File: src/rtl/contador_multicanal_pkg.sv
// contador_pkg: shared FSM state type and default channel geometry
package contador_pkg;
  typedef enum logic {IDLE, RUN} estado_t;
  localparam int N_CH_DEF = 2;
  localparam int WIDTH_DEF = 5;
endpackage

File: src/rtl/contador_multicanal_if.sv
// contador_multicanal_if: control inputs (start/stop/oneshot/up/clr/max_val) and status outputs (count/wrap/busy/done)
interface contador_multicanal_if
  import contador_pkg::*;
#(
  parameter int N_CH  = N_CH_DEF,
  parameter int WIDTH = WIDTH_DEF
);
  logic                    start;
  logic                    stop;
  logic                    oneshot;
  logic                    up;
  logic [N_CH-1:0]         clr;
  logic [N_CH*WIDTH-1:0]   max_val;
  logic [N_CH*WIDTH-1:0]   count;
  logic [N_CH-1:0]         wrap;
  logic                    busy;
  logic                    done;
  modport master (output start, stop, oneshot, up, clr, max_val, input count, wrap, busy, done);
  modport slave  (input start, stop, oneshot, up, clr, max_val, output count, wrap, busy, done);
endinterface

File: src/rtl/contador_multicanal_canal.sv
// contador_canal: one modulo channel; in clk/reset/clr/en/up/max_val, out count, wrap_next (comb), wrap (registered)
module contador_canal #(
  parameter int WIDTH = 5
) (
  input  logic             clk,
  input  logic             reset,
  input  logic             clr,
  input  logic             en,
  input  logic             up,
  input  logic [WIDTH-1:0] max_val,
  output logic [WIDTH-1:0] count,
  output logic             wrap_next,
  output logic             wrap
);
  logic [WIDTH-1:0] count_d, count_q;
  logic             wrap_d, wrap_q;
  // wrap_next means "would wrap if stepped"; it does not depend on en so the cascade chain has no loop
  always_comb begin
    wrap_next = ~clr & (up ? count_q >= max_val : count_q == '0);
    wrap_d    = en & wrap_next;
    count_d   = clr ? '0 :
                !en ? count_q :
                wrap_next ? (up ? '0 : max_val) :
                up ? count_q + 1'b1 :
                count_q > max_val ? max_val : count_q - 1'b1;
  end
  always_ff @(posedge clk) begin
    if (reset) begin
      count_q <= '0;
      wrap_q  <= 1'b0;
    end else begin
      count_q <= count_d;
      wrap_q  <= wrap_d;
    end
  end
  assign count = count_q;
  assign wrap  = wrap_q;
endmodule

File: src/rtl/contador_multicanal.sv
// contador_multicanal: run/stop FSM plus enable chain over N_CH modulo channels; ports clk, reset, bus (slave)
module contador_multicanal
  import contador_pkg::*;
#(
  parameter int N_CH    = N_CH_DEF,
  parameter int WIDTH   = WIDTH_DEF,
  parameter int CASCADE = 0
) (
  input logic                  clk,
  input logic                  reset,
  contador_multicanal_if.slave bus
);
  estado_t               estado_d, estado_q;
  logic                  done_d, done_q;
  logic                  step;
  logic                  fin;
  logic [N_CH-1:0]       en;
  logic [N_CH-1:0]       wrap_next;
  logic [N_CH-1:0]       wrap_w;
  logic [N_CH*WIDTH-1:0] count_w;
  // stop suppresses the step of the same edge
  always_comb begin
    step = (estado_q == RUN) & ~bus.stop;
    en[0] = step;
    for (int i = 1; i < N_CH; i++) en[i] = (CASCADE != 0) ? en[i-1] & wrap_next[i-1] : step;
    fin    = bus.oneshot & en[N_CH-1] & wrap_next[N_CH-1];
    done_d = fin;
    estado_d = estado_q;
    if (estado_q == IDLE) begin
      if (bus.start & ~bus.stop) estado_d = RUN;
    end else if (bus.stop | fin) begin
      estado_d = IDLE;
    end
  end
  always_ff @(posedge clk) begin
    if (reset) begin
      estado_q <= IDLE;
      done_q   <= 1'b0;
    end else begin
      estado_q <= estado_d;
      done_q   <= done_d;
    end
  end
  for (genvar c = 0; c < N_CH; c++) begin : g_ch
    contador_canal #(.WIDTH(WIDTH)) u_canal (
      .clk       (clk),
      .reset     (reset),
      .clr       (bus.clr[c]),
      .en        (en[c]),
      .up        (bus.up),
      .max_val   (bus.max_val[c*WIDTH +: WIDTH]),
      .count     (count_w[c*WIDTH +: WIDTH]),
      .wrap_next (wrap_next[c]),
      .wrap      (wrap_w[c])
    );
  end
  assign bus.count = count_w;
  assign bus.wrap  = wrap_w;
  assign bus.busy  = (estado_q == RUN);
  assign bus.done  = done_q;
endmodule

File: src/flat_wrapper.sv
// flat-port wrapper written by rule: the top's interface ports become plain ports
module contador_multicanal_flat import contador_pkg::*;
#(
  parameter int N_CH    = N_CH_DEF,
  parameter int WIDTH   = WIDTH_DEF,
  parameter int CASCADE = 0
)
  (clk, reset, bus_start, bus_stop, bus_oneshot, bus_up, bus_clr, bus_max_val, bus_count, bus_wrap, bus_busy, bus_done);
  contador_multicanal_if #(.N_CH(N_CH), .WIDTH(WIDTH)) bus_i ();
  input logic clk;
  input logic reset;
  input wire logic [$bits(bus_i.start)-1:0] bus_start;
  input wire logic [$bits(bus_i.stop)-1:0] bus_stop;
  input wire logic [$bits(bus_i.oneshot)-1:0] bus_oneshot;
  input wire logic [$bits(bus_i.up)-1:0] bus_up;
  input wire logic [$bits(bus_i.clr)-1:0] bus_clr;
  input wire logic [$bits(bus_i.max_val)-1:0] bus_max_val;
  output wire logic [$bits(bus_i.count)-1:0] bus_count;
  output wire logic [$bits(bus_i.wrap)-1:0] bus_wrap;
  output wire logic [$bits(bus_i.busy)-1:0] bus_busy;
  output wire logic [$bits(bus_i.done)-1:0] bus_done;
  assign bus_i.start = bus_start;
  assign bus_i.stop = bus_stop;
  assign bus_i.oneshot = bus_oneshot;
  assign bus_i.up = bus_up;
  assign bus_i.clr = bus_clr;
  assign bus_i.max_val = bus_max_val;
  assign bus_count = bus_i.count;
  assign bus_wrap = bus_i.wrap;
  assign bus_busy = bus_i.busy;
  assign bus_done = bus_i.done;
  contador_multicanal #(.N_CH(N_CH), .WIDTH(WIDTH), .CASCADE(CASCADE)) u_core (.clk(clk), .reset(reset), .bus(bus_i));
endmodule
File: config.mk
export PLATFORM = sky130hd
export DESIGN_NAME = contador_multicanal_flat
export DESIGN_NICKNAME = d
export VERILOG_FILES = /design/src/rtl/contador_multicanal_pkg.sv /design/src/rtl/contador_multicanal_if.sv /design/src/rtl/contador_multicanal_canal.sv /design/src/rtl/contador_multicanal.sv /design/src/flat_wrapper.sv
export SDC_FILE = /design/constraint.sdc
export NUM_CORES = 1
export LEC_CHECK = 0
export ABC_AREA = 0
export CAP_MARGIN = 40
export CORE_ASPECT_RATIO = 1.1
export CORE_MARGIN = 3
export CORE_UTILIZATION = 55
export CTS_CLUSTER_DIAMETER = 80
export DETAILED_ROUTE_END_ITERATION = 8
export DONT_BUFFER_PORTS = 1
export GPL_TIMING_DRIVEN = 0
export PLACE_DENSITY_LB_ADDON = 0.2
export SLEW_MARGIN = 20
export SYNTH_ARGS = -nofsm -noshare
export SYNTH_HDL_FRONTEND = slang
export SYNTH_SLANG_ARGS = --single-unit
File: constraint.sdc
create_clock -name clk -period 1.9 [get_ports clk]
set_input_delay 0.19 -clock clk [delete_from_list [all_inputs] [get_ports clk]]
set_output_delay 0.19 -clock clk [all_outputs]
set_load 0.1 [all_outputs]
# ---- Yosys cells after proc, flatten, opt, wreduce, memory -nomap -nowiden
# Cells that the tools add are included.
dict set report word_totals {
  ff_bits 14
  in_bits 18
}
dict set report classes {
  addsub 4
  n_lt_le_gt_ge 4
  muxes 13
  bitwise 12
  n_reduce_logical 4
}
# cell n
set op_table {}
lappend op_table {{two-way mux 5 bit} 8}
lappend op_table {{adder 5 x 1 -> 5 bit, second input constant} 2}
lappend op_table {{>= comparator 5 bit} 2}
lappend op_table {{greater-than comparator 5 bit} 2}
lappend op_table {{logical NOT 5 bit} 2}
lappend op_table {{subtractor 5 x 1 -> 5 bit, second input constant} 2}
lappend op_table {{bitwise AND 1 bit} 8}
lappend op_table {{two-way mux 1 bit} 5}
lappend op_table {{OR reduction 2 bit} 2}
lappend op_table {{NOT 1 bit} 3}
lappend op_table {{OR 1 bit} 1}

# ---- Logic depth before layout (Yosys ltp)
# Gate-level depths: netlist of the first run.
dict set report logic_depth {
  depth_word 7
  depth_mapped 8
  ltp_nobuf 8
}

# ---- Cells and area by module
# Synthesis of the first run repeated with hierarchy kept, for this count alone.
dict set report hier_totals {
  hier_cells 175
  hier_area_um2 1398.8
}
# module n_inst cells_per_inst area_each_um2 seq_area_each_um2
set by_module_without_submodules {}
lappend by_module_without_submodules {contador_canal 2 84 661.9 120.1}
lappend by_module_without_submodules {contador_multicanal 1 7 75.1 40.0}

# ---- Least setup slack after synthesis of the first run
# No wires, ideal clock.
dict set report synth_timing {
  kind {register to register}
  startpoint {reg u_core.g_ch[1].u_canal.count_q[0]}
  endpoint {reg u_core.g_ch[1].u_canal.count_q[2]}
  setup_ps 120
  arrival_ps 2572
  setup_slack_ps -791
  path_stages_with_launch 8
  n_path_buf 0
  synth_period_minus_slack_ps 2691
  cell_sequence {dfxtp_1 -> inv_1 -> ha_1 -> and3_1 -> a21oi_1 -> o21ba_1 -> and3_1 -> o31a_1}
}
dict set report synth_via {
  elab_chain_cells 4
  word_cells_on_any_way 10
}
# item line
set synth_lines {}
lappend synth_lines {{start: declaration} contador_multicanal_canal.sv:15} ;# logic [WIDTH-1:0] count_d, count_q;
lappend synth_lines {{start signal: assignment} contador_multicanal_canal.sv:32} ;# count_q <= count_d;
lappend synth_lines {{subtractor 5 x 1 -> 5 bit (tied with other cells)} contador_multicanal_canal.sv:25} ;# count_q > max_val ? max_val : count_q - 1'b1;
lappend synth_lines {{two-way mux 5 bit / two-way mux 1 bit (equally long branches)} {contador_multicanal_canal.sv:25, contador_multicanal_canal.sv:19}}
lappend synth_lines {{two-way mux 5 bit / bitwise AND 1 bit (equally long branches)} {contador_multicanal_canal.sv:24, contador_multicanal_canal.sv:19}}
lappend synth_lines {{two-way mux 5 bit *} contador_multicanal_canal.sv:23} ;# wrap_next ? (up ? '0 : max_val) :
# Every way passes the cells marked *; elsewhere a longest branch is shown, timed or not.
# A chain may end at the register's enable or synchronous reset.

# ---- Final worst setup path of the first run
dict set report layout_timing {
  startpoint {reg u_core.g_ch[0].u_canal.count_q[1]}
  endpoint {reg u_core.g_ch[0].u_canal.count_q[3]}
}
dict set report layout_via {
  elab_chain_cells 4
  word_cells_on_any_way 10
}
# item line
set layout_lines {}
lappend layout_lines {{start: declaration} contador_multicanal_canal.sv:15}
lappend layout_lines {{start signal: assignment} contador_multicanal_canal.sv:32}
lappend layout_lines {{subtractor 5 x 1 -> 5 bit (tied with other cells)} contador_multicanal_canal.sv:25}
lappend layout_lines {{two-way mux 5 bit / two-way mux 1 bit (equally long branches)} {contador_multicanal_canal.sv:25, contador_multicanal_canal.sv:19}}
lappend layout_lines {{two-way mux 5 bit / bitwise AND 1 bit (equally long branches)} {contador_multicanal_canal.sv:24, contador_multicanal_canal.sv:19}}
lappend layout_lines {{two-way mux 5 bit *} contador_multicanal_canal.sv:23}
# Marks and branches as above.

==> results.json, run 1 <==
{
  "outcome": "finished, violations left",
  "violations": "setup timing",
  "synth_area_per_cell_um2": 7.580,
  "worst_slew_pin_slew_ns": 0.7667,
  "via_per_inst": 7.631,
  "worstSkewPairLatency_ns": 0.29,
  "reg2reg_slack_ns": -0.38,
  "maxSlewViolCount": 0,
  "num_rows": 18,
  "htreeDepth": 1,
  "maxCapViolCount": 0,
  "start_util_pct": 60.90,
  "setup_viol": 14,
  "yosys_warnings": 0,
  "cts_made_buffers": 3,
  "grt_overflow": 0,
  "grt_pass1_wl_um": 8100,
  "arrival_ns": 2.48,
  "yosysSeqAreaShare_pct": 19.46,
  "critPathKind": "flip-flop to flip-flop",
  "fmax_mhz": 437.8,
  "syn_area_mm2": 0.001440,
  "min_to": "u_core.g_ch[1].u_canal.count[4]",
  "cts_tree": "built",
  "wl_per_cell_um": 23.98,
  "synthArstFlopShare_pct": 0,
  "slew_headroom_pct": 48.89,
  "path_max_fanout": 7,
  "postLayoutCellArea_mm2": 0.002073,
  "clockRootBuffer": "clkbuf_4",
  "diodes": 0,
  "r2r-end": "u_core.g_ch[0].u_canal.count[3]",
  "nets": 248,
  "layout_min_cycle_time_ns": 2.284,
  "clk_path_buf_depth": 2,
  "grt_max_degree": 11,
  "synth_flop_cell": "dfxtp_1",
  "io_buffers": 0,
  "clk_pin_slew_ns": 0.11,
  "yosys-top-cells-count": "nand3_1 (16), ha_1 (15), dfxtp_1 (14), inv_1 (14), a21oi_1 (11)",
  "synthTopCellsByArea": "dfxtp_1 (19%), ha_1 (13%), nand3_1 (5.6%)",
  "worst_slack_ns": -0.3841,
  "syn_to_final_growth_pct": 43.96,
  "min_path_cells": 2,
  "die_h_um": 59.67,
  "hold_viol_final": 0,
  "core_mm2": 0.002365,
  "antenna_found_initial": 1,
  "num_vias": 1862,
  "hold_path.class": "input port to flip-flop",
  "drt_iter0_drc": 196,
  "track_usage_pct": 33.80,
  "synth_top_cell_by_area": "dfxtp_1",
  "leakage_nw": 0.8212,
  "synth_fp_nets": 223,
  "required_ns": 2.09,
  "ant_nets": 0,
  "ir_worst_vdd_mv": 0.3311,
  "r2r_cells": 8,
  "place_area_mm2": 0.001637,
  "dp_hpwl_um": 3129,
  "io_pins": 32,
  "synth-edff-count": 0,
  "synth_most_common_cell": "nand3_1",
  "clock_sinks": 14,
  "yosys.area.top_type_share_pct": 19.46,
  "hold_path.startpoint": "bus_max_val[9]",
  "routabilityCongestion": 0.9471,
  "critPathCaptureType": "flip-flop",
  "synth_seq_cells": 14,
  "dr.pass1.iters": 6,
  "cellPowerDensity_mw_per_mm2": 381.9,
  "fp.dieArea_mm2": 0.003269,
  "grt_setup_unrepaired": "yes",
  "grt_pass1_vias": 1636,
  "r2r_start": "u_core.g_ch[0].u_canal.count[1]",
  "ys_types": 55,
  "cp-start-kind": "flip-flop",
  "post_route_cells_drive_above_1_share_pct": 41.12,
  "drc": 0,
  "setup_tns_ns": -3.362,
  "die_w_um": 54.79,
  "wl_um": 5852,
  "skew_ns": 0.005687,
  "synth_cells": 190,
  "period_share_pct": 120.2
}
[worst max path at each step]
stage	start	end	slack, ns	depth (start not counted)
global placement	u_core.g_ch[1].u_canal.count[2]	u_core.g_ch[1].u_canal.count[3]	-0.37	7
global route	u_core.g_ch[0].u_canal.count[1]	u_core.g_ch[0].u_canal.count[1]	-0.46	9
floorplan	u_core.g_ch[0].u_canal.count[0]	u_core.g_ch[0].u_canal.count[3]	-0.23	8
CTS	u_core.g_ch[0].u_canal.count[1]	u_core.g_ch[0].u_canal.count[3]	-0.37	8
detailed placement	u_core.g_ch[1].u_canal.count[2]	u_core.g_ch[1].u_canal.count[3]	-0.43	7
finish	u_core.g_ch[0].u_canal.count[1]	u_core.g_ch[0].u_canal.count[3]	-0.38	8
[metal layers]
layer / wire (um) / GRT usage [%] / up-vias / part of all wire (%)
li1: - / - / 770 / -
met1: 2072 / 46.64 / 833 / 35
met2: 2542 / 52.87 / 203 / 43
met3: 887 / 6.733 / 54 / 15
met4: 343 / 8.897 / 2 / 5.9
met5: 7 / 0 / - / 0.12
[repair_timing]
| action | CTS | global route |
|---|---|---|
| hold endpoints to repair | 2 | 0 |
| hold buffers | 2 | 0 |
| buffers inserted | 16 | 1 |
| pin swaps | 26 | 7 |
| resized for setup | 25 | 21 |
| setup endpoints to repair | 14 | 14 |
[cells by family after synthesis]
family / after synthesis / share of synthesized area (%)
flip-flops: 14 / 19.46
multiplexers: 1 / 0.7819
buffers and inverters: 24 / 7.298
AO/OA/AOI/OAI: 61 / 29.97
AND/OR/NAND/NOR: 71 / 27.02
adder cells (fa/ha/maj): 15 / 13.03
XOR/XNOR: 4 / 2.433
[area by class of cell]
type / count / area [um2]
Multi-Input combinational cell: 152 / 1398
Fill cell: 106 / 291.5
Inverter: 14 / 57.56
Timing Repair Buffer: 20 / 168.9
Buffer: 10 / 53.80
Clock buffer: 4 / 36.28
Sequential cell: 14 / 321.6
Tap cell: 30 / 37.54
[flip-flops by register name (all words and copies together) (netlist names)]
| name | cells |
|---|---|
| u_core.g_ch.u_canal.wrap | 2 |
| u_core.bus.busy | 1 |
| u_core.g_ch.u_canal.count | 10 |
| u_core.bus.done | 1 |
[placed cells by master (no fill, tap or decap), types with 4 or more instances in the layout]
| master | synthesis | routed |
|---|---|---|
| ha_1 | 15 | 8 |
| o21ai_0 | 6 | 5 |
| nand3_2 | 0 | 4 |
| a21oi_1 | 11 | 6 |
| nor2b_1 | 5 | 4 |
| nor2_1 | 9 | 8 |
| o21ai_2 | 0 | 4 |
| nand2_1 | 10 | 9 |
| dfxtp_4 | 0 | 11 |
| ha_4 | 0 | 7 |
| and3_1 | 7 | 4 |
| clkbuf_1 | 7 | 6 |
| buf_4 | 2 | 17 |
| nand3_1 | 16 | 12 |
| inv_1 | 14 | 10 |
[report_power, final]
group | total, mW | internal, mW | switching, mW
Combinational | 0.236 | 0.102 | 0.135
Sequential | 0.318 | 0.285 | 0.0339
Clock | 0.237 | 0.117 | 0.120
[through the flow]
step	hold slack [ns]	total power [mW]	setup slack, ns	utilization (%)	cells
floorplan	0.2588	0.4440	-0.2264	-	190
detailed placement	0.2665	0.4735	-0.4283	69.21	221
finish	0.04724	0.7917	-0.3841	87.67	244
global route	0.03031	0.8207	-0.4621	87.67	244
global placement	0.2610	0.4687	-0.3689	68.57	220
CTS	0.03553	0.7384	-0.3657	82.22	243
[worst max-delay path: stages, from the launching register on]
cell	delay (ns)
dfxtp_4	0.48
inv_2	0.11
ha_4	0.14
or3b_4	0.39
o32ai_4	0.28
and2b_1	0.19
nor2_2	0.05
o211a_1	0.22
a221o_1	0.31
Note: power is estimated with default switching activity, not from simulation.
==> run 2: changes to the inputs <==
GPL_TIMING_DRIVEN = default   (was 0)
==> results.json, run 2 (synthesis results as in run 1) <==
{
  "arrival_ns": 2.43,
  "worstSkewPairLatency_ns": 0.29,
  "htreeDepth": 1,
  "layout_common_cells": "buf_4 (37), nand3_1 (15), inv_1 (11), nand2_1 (10), dfxtp_4 (10)",
  "period_share_pct": 117.8,
  "largest_reg_flops": 10,
  "cts_tree": "built",
  "dp_hpwl_um": 3618,
  "final_common_cell": "buf_4",
  "min_to": "u_core.g_ch[1].u_canal.count[3]",
  "total_power_uw": 782.0,
  "routabilityCongestion": 0.9727,
  "slew_headroom_pct": 62.29,
  "reg2reg_slack_ns": -0.34,
  "nets": 262,
  "clk_pin_slew_ns": 0.09,
  "cts_made_buffers": 3,
  "grt_pass1_vias": 1854,
  "place_area_mm2": 0.001824,
  "die_h_um": 59.67,
  "clk_path_buf_depth": 2,
  "num_rows": 18,
  "violations": "setup timing",
  "fp.dieArea_mm2": 0.003269,
  "drt_iter0_drc": 245,
  "dr.pass1.iters": 5,
  "io_pins": 32,
  "antenna_found_initial": 0,
  "num_vias": 2000,
  "r2r-end": "u_core.g_ch[0].u_canal.count[3]",
  "post-place-cells": 244,
  "grt_overflow": 0,
  "postLayoutCellArea_mm2": 0.002163,
  "die_w_um": 54.79,
  "critPathKind": "flip-flop to flip-flop",
  "layout_min_cycle_time_ns": 2.239,
  "critPathCaptureType": "flip-flop",
  "grt_pass1_wl_um": 8562,
  "r2r_cells": 8,
  "wl_per_cell_um": 25.46,
  "path_max_fanout": 2,
  "required_ns": 2.09,
  "hold_path.startpoint": "bus_max_val[8]",
  "leakage_nw": 0.9036,
  "start_util_pct": 60.90,
  "dr_wl_met3_um": 954,
  "min_path_cells": 2,
  "cp-start-kind": "flip-flop",
  "maxCapViolCount": 0,
  "worst_slew_pin_slew_ns": 0.5614,
  "diodes": 0,
  "track_usage_pct": 35.95,
  "wl_met1_um": 2214,
  "worst_slack_ns": -0.3389,
  "post_route_cells_drive_above_1_share_pct": 45.61,
  "clock_sinks": 14,
  "grt_max_degree": 28,
  "via_per_inst": 7.752,
  "outcome": "finished, violations left",
  "maxSlewViolCount": 0,
  "grt_setup_unrepaired": "yes",
  "routed.top_layer": "met4",
  "cellPowerDensity_mw_per_mm2": 361.5,
  "wl_um": 6569,
  "setup_viol": 7,
  "fmax_mhz": 446.7,
  "hold_path.class": "input port to flip-flop",
  "clockRootBuffer": "clkbuf_4",
  "fin_cells": 258,
  "syn_to_final_growth_pct": 50.22,
  "ant_nets": 0,
  "io_buffers": 0,
  "r2r_start": "u_core.g_ch[0].u_canal.count[0]",
  "skew_ns": 0.001544,
  "core_mm2": 0.002365,
  "ir_worst_vdd_mv": 0.4735,
  "drc": 0,
  "hold_viol_final": 0,
  "dr_wl_met2_um": 2939
}
run 2: routing by layer:
layer	up-vias	track usage (%)
met5	-	0
met4	0	17.08
met2	242	58.11
met3	70	11.47
li1	788	-
met1	900	42.00
run 2: worst max-delay path by stage:
| stage | from | to | slack (ns) | cells after the start |
|---|---|---|---|---|
| 2_1_floorplan | u_core.g_ch[0].u_canal.count[0] | u_core.g_ch[0].u_canal.count[3] | -0.23 | 8 |
| 5_1_grt | u_core.g_ch[0].u_canal.count[0] | u_core.g_ch[0].u_canal.count[3] | -0.37 | 8 |
| 3_3_place_gp | u_core.g_ch[0].u_canal.count[0] | u_core.g_ch[0].u_canal.count[3] | -0.07 | 8 |
| 6_report | u_core.g_ch[0].u_canal.count[0] | u_core.g_ch[0].u_canal.count[3] | -0.34 | 8 |
| 3_5_place_dp | u_core.g_ch[0].u_canal.count[0] | u_core.g_ch[0].u_canal.count[3] | -0.14 | 8 |
| 4_1_cts | u_core.g_ch[0].u_canal.count[0] | u_core.g_ch[0].u_canal.count[3] | -0.15 | 8 |
run 2: power breakdown:
part | switching (mW) | internal, mW
registers | 0.00453 | 0.285
logic | 0.155 | 0.113
clock network | 0.107 | 0.117
run 2: critical path, cell delays in order, from the launching register on:
cell	delay (ns)
dfxtp_4	0.37
inv_4	0.07
ha_4	0.13
or3b_4	0.41
o32ai_4	0.26
and2b_1	0.22
nor2_2	0.08
o211a_1	0.24
a221o_1	0.35
run 2: per-stage QoR:
stage | utilization (%) | hold WS [ns] | setup TNS, ns | setup slack, ns
after global routing | 91.48 | 0.05604 | -1.353 | -0.3748
after floorplan | - | 0.2588 | -0.4369 | -0.2264
after global placement | 77.14 | 0.2612 | -0.1152 | -0.07143
after CTS | 85.56 | 0.03870 | -0.4118 | -0.1484
after detailed placement | 77.14 | 0.2697 | -0.3609 | -0.1359
final | 91.48 | 0.05386 | -1.025 | -0.3389
run 2: area by class of cell:
class                           count  area, um2
Fill cell                          92      201.4
Timing Repair Buffer               44      361.6
Sequential cell                    14      319.1
Inverter                           14      55.05
Tap cell                           30      37.54
Multi-Input combinational cell    152       1354
Clock buffer                        4      36.28
run 2: timing repair:
action	in CTS	in global routing
endpoints found under the hold margin	2	0
setup buffers	5	2
hold buffers	3	0
pin swaps	10	14
setup endpoints to repair	5	10
resized for setup	21	22
==> run 3: changes to the inputs <==
CORE_UTILIZATION = 59   (was 55)
CTS_BUF_LIST = sky130_fd_sc_hd__clkbuf_2   (was default)
RECOVER_POWER = 100   (was default)
==> results.json, run 3 (synthesis results as in run 1) <==
{
  "outcome": "finished, violations left",
  "violations": "setup timing",
  "num_rows": 18,
  "ir_worst_vdd_mv": 0.3282,
  "maxCapViolCount": 0,
  "period_share_pct": 111.9,
  "num_vias": 1890,
  "nFillCells": 88,
  "grt_overflow": 0,
  "maxSlewViolCount": 0,
  "slowest_stage": "dfxtp_4",
  "nets": 260,
  "wl_per_cell_um": 23.76,
  "slew_headroom_pct": 56.55,
  "clock_sinks": 14,
  "drt_iter0_drc": 223,
  "dr.pass1.iters": 7,
  "start_util_pct": 63.31,
  "io_pins": 32,
  "via_per_inst": 7.383,
  "critPathKind": "flip-flop to flip-flop",
  "clk_path_buf_depth": 2,
  "hold_path.class": "input port to flip-flop",
  "path_delay_family": "compound AO/OA/AOI/OAI gates",
  "syn_to_final_growth_pct": 45.79,
  "die_w_um": 53.11,
  "postLayoutCoreUtil_pct": 92.30,
  "path_max_fanout": 5,
  "setup_viol": 11,
  "cts_tree": "built",
  "r2r-end": "u_core.g_ch[0].u_canal.count[3]",
  "grt_pass1_vias": 1644,
  "path_cells": "ha_4 -> a21o_1 -> a21oi_2 -> a21bo_2 -> nand3_1 -> o211a_1 -> a221o_1",
  "fin_cells": 256,
  "required_ns": 2.12,
  "cp-start-kind": "flip-flop",
  "fp.dieArea_mm2": 0.003070,
  "dp_hpwl_um": 3359,
  "grt_setup_unrepaired": "yes",
  "antenna_found_initial": 0,
  "leakage_nw": 0.8675,
  "htreeDepth": 1,
  "drc": 0,
  "min_path_cells": 1,
  "routabilityCongestion": 0.9811,
  "fin_hold_ws_ns": 0.02522,
  "fmax_mhz": 470.5,
  "die_h_um": 57.82,
  "critPathBufInv": 0,
  "hold_path.startpoint": "bus_oneshot",
  "largest_reg_flops": 10,
  "cellPowerDensity_mw_per_mm2": 343.1,
  "worstSkewPairLatency_ns": 0.31,
  "min_to": "u_core.bus.done",
  "wl_um": 6082,
  "grt_max_degree": 28,
  "critPathCaptureType": "flip-flop",
  "ant_nets": 0,
  "hold_viol_final": 0,
  "final_common_cell": "buf_4",
  "r2r_cells": 7,
  "slowest_delay_ns": 0.41,
  "reg2reg_slack_ns": -0.23,
  "io_buffers": 0,
  "diodes": 0,
  "clk_pin_slew_ns": 0.18,
  "regArea_um2": 319.1,
  "worst_slack_ns": -0.2256,
  "core_mm2": 0.002275,
  "r2r_start": "u_core.g_ch[0].u_canal.count[3]",
  "skew_ns": 0.01412,
  "layout_min_cycle_time_ns": 2.126,
  "arrival_ns": 2.34,
  "track_usage_pct": 32.27,
  "layout_common_cells": "buf_4 (30), nand3_1 (12), inv_1 (11), clkbuf_2 (11), dfxtp_4 (10)",
  "grt_pass1_wl_um": 7534,
  "cts_made_buffers": 3,
  "post_route_cells_drive_above_1_share_pct": 45.13,
  "multi_input_area_mm2": 0.001359,
  "worst_slew_pin_slew_ns": 0.6518,
  "clockRootBuffer": "clkbuf_2",
  "post-place-cells": 242
}
run 3: changes by cell type in the layout (fill, tap and decap cells not counted), moves of 3 or more:
cell,delta
buf_4,-7
buf_6,-3
clkbuf_2,+11
clkbuf_4,-3
nand3_1,-3
nand3_2,+3
run 3: how the worst max path moves through the flow:
stage                                                from  depth (start not counted)                               to  slack, ns
after floorplan           u_core.g_ch[0].u_canal.count[0]                          8  u_core.g_ch[0].u_canal.count[3]      -0.23
after global placement    u_core.g_ch[0].u_canal.count[0]                          8  u_core.g_ch[0].u_canal.count[3]      -0.06
after detailed placement  u_core.g_ch[0].u_canal.count[0]                          9  u_core.g_ch[0].u_canal.count[1]      -0.17
after CTS                 u_core.g_ch[0].u_canal.count[0]                          9  u_core.g_ch[0].u_canal.count[1]      -0.12
after global routing      u_core.g_ch[0].u_canal.count[1]                          8  u_core.g_ch[0].u_canal.count[3]      -0.28
final                     u_core.g_ch[0].u_canal.count[3]                          7  u_core.g_ch[0].u_canal.count[3]      -0.23
run 3: metal layers:
| metal | share of wire (%) | vias to the layer above | routed length [um] | global-route usage, % |
|---|---|---|---|---|
| li1 | - | 792 | - | - |
| met4 | 9.5 | 0 | 575 | 20.80 |
| met1 | 33 | 830 | 2025 | 36.46 |
| met3 | 12 | 78 | 754 | 6.941 |
| met2 | 45 | 190 | 2726 | 53.72 |
| met5 | 0 | - | 0 | 0 |
run 3: through the flow:
stage                     power, mW  TNS, ns  worst slack, ns  area, um2
after global placement       0.4834  -0.1531         -0.06336       1809
after detailed placement     0.4908  -0.4393          -0.1688       1809
final                        0.7203   -1.011          -0.2256       2100
after CTS                    0.6548  -0.3769          -0.1228       1892
after floorplan              0.4440  -0.4369          -0.2264       1584
after global routing         0.7389   -1.602          -0.2830       2100
run 3: cell type report:
class	instances	share of cell area, %
multi-input combinational	152	64.72
inverter	14	2.622
timing repair buffer	42	14.78
tap	30	1.788
clock buffer	3	0.7151
sequential	14	15.20
clock inverter	1	0.1788
run 3: power by group:
group	total [mW]	internal [mW]	switching [mW]	leakage [nW]
Clock	0.168	0.0458	0.122	0.0140
Sequential	0.290	0.286	0.00448	0.121
Combinational	0.262	0.108	0.154	0.732
run 3: timing repair:
action / in CTS / in global routing
pin swaps: 4 / 18
hold buffers: 3 / 0
buffers inserted: 3 / 5
resized for setup: 3 / 33
gates cloned: 0 / 0
endpoints found under the hold margin: 2 / 0
setup endpoints to repair: 6 / 11
==> RTL change (config.mk and constraints of run 2) <==
Make the reset (`reset`) asynchronous in 2 clocked blocks.
--- a/src/rtl/contador_multicanal_canal.sv
+++ b/src/rtl/contador_multicanal_canal.sv
@@ -25,5 +25,5 @@
                 count_q > max_val ? max_val : count_q - 1'b1;
   end
-  always_ff @(posedge clk) begin
+  always_ff @(posedge clk or posedge reset) begin
     if (reset) begin
       count_q <= '0;
--- a/src/rtl/contador_multicanal.sv
+++ b/src/rtl/contador_multicanal.sv
@@ -33,5 +33,5 @@
     end
   end
-  always_ff @(posedge clk) begin
+  always_ff @(posedge clk or posedge reset) begin
     if (reset) begin
       estado_q <= IDLE;
Formal check against the unedited RTL: differs if reset is asserted again (counterexample within 4 cycles, from zero or initial values and one cycle with reset high); with reset held inactive, the same outputs for 10 cycles.
==> RTL change against run 2 <==
  * The run still ends with setup timing left
  * First-iteration DRC count shrank 26%
  * Area after synthesis grew 8.3%
  * Wire length shrank 3.8%
  * Final cell count grew 3.9%
  * Non-clock buffer count grew 11
  * Final area grew 11%
  * Worst hold slack lost 0.019 ns
  * Count of clock-buffer cells in the layout is the same
  * Via count shrank 3.4%
  * Sequential cell count is the same
  * Worst setup slack gained 0.071 ns
  * Highest routed layer unchanged
Power is not compared: it rests on default switching activity, and its combinational part moved more than twofold at a synthesized area within 25%.
==> RTL change: results <==
[status]
status = "complete, but fails checks"
violations = "setup timing"

[placement]
place_ws_ns = -0.244
post-dp-hpwl_mm = 3.63
placed_area_sq_mm = 0.00206
place.gp.congestion = 0.879
dp_cells = 249

[synth]
synthXorXnorAreaFrac_pct = 1.69
synth_nets = 224
synthAdderAreaFrac_pct = 11.2
yosysSeqAreaShare_pct = 22.5
synthFlopType = "dfrtp_1"
ys_top_cells_by_area = "dfrtp_1, ha_1, nor2_1"
syn_inst = 192
async_flop_share_pct = 100

[timing]
finClkSkew_ns = 0.000697
setup_viol = 13
tns_ns = -1.62
timing.hold.ws_ns = 0.0347
worstMarginPinSlew_ns = 0.624
setup_ws_ns = -0.268

[critical_path]
crit_arrival_ns = 2.36
rr_startpoint = "u_core.g_ch[1].u_canal.count[1]"
r2r-end = "u_core.g_ch[1].u_canal.count[3]"
crit_fanout = 3
slowest_delay_ns = 0.52
crit_slowest_cell = "dfrtp_4"
critPathTopFamily = "simple AND/OR/NAND/NOR gates"

[drt]
met2_length_mm = 3.20
drt_iter0_drc = 181
drt-met1-wl_mm = 2.06
vias_per_cell = 7.21

[grt]
grt_max_degree = 23
grt_pass1_wl_mm = 8.05
track_usage_pct = 29.7
grt_pass1_vias = 1720

[hold_path]
whs_path_depth = 1
hold_path_end = "u_core.g_ch[1].u_canal.count[1]"
hold_start = "bus_clr[1]"

[cells_and_area]
fin_cells = 268
num-fill-cells = 96
drive_gt1_share_pct = 51.1
## RTL change: worst max path at each step
stage          slack, ns                       startpoint  cells past startpoint                              end
3_3_place_gp       -0.21  u_core.g_ch[0].u_canal.count[4]                      8  u_core.g_ch[0].u_canal.count[2]
3_5_place_dp       -0.24  u_core.g_ch[0].u_canal.count[3]                      6  u_core.g_ch[0].u_canal.count[3]
4_1_cts            -0.19  u_core.g_ch[0].u_canal.count[0]                      8  u_core.g_ch[0].u_canal.count[2]
2_1_floorplan      -0.34  u_core.g_ch[0].u_canal.count[0]                      8  u_core.g_ch[0].u_canal.count[2]
6_report           -0.27  u_core.g_ch[1].u_canal.count[1]                      8  u_core.g_ch[1].u_canal.count[3]
5_1_grt            -0.33  u_core.g_ch[1].u_canal.count[1]                      8  u_core.g_ch[1].u_canal.count[3]
## RTL change: metal layers
layer,up-vias,GRT usage [%]
met4,0,11.9
li1,801,-
met3,56,5.79
met1,904,31.1
met2,171,59.2
met5,-,0
## RTL change: what timing repair did
action,CTS,global route
pin swaps,9,15
endpoints found under the hold margin,22,1
resized for setup,8,26
hold buffers,4,1
setup buffers,6,4
setup endpoints to repair,9,13
## RTL change: area by class of cell
class	count	area [sq um]	share of cell area, %
Clock buffer	4	36.3	1.52
Inverter	18	77.6	3.24
Multi-Input combinational cell	146	1400	58.5
Timing Repair Buffer	55	452	18.9
Tap cell	31	38.8	1.62
Sequential cell	14	389	16.3
## RTL change: cell families (layout without fill, tap and decap cells)
logic type,Yosys count,count (layout)
buffers and inverters,32,77
AO/OA/AOI/OAI,60,60
adder cells (fa/ha/maj),14,14
AND/OR/NAND/NOR,65,65
multiplexers,4,4
XOR/XNOR,3,3
flip-flops,14,14
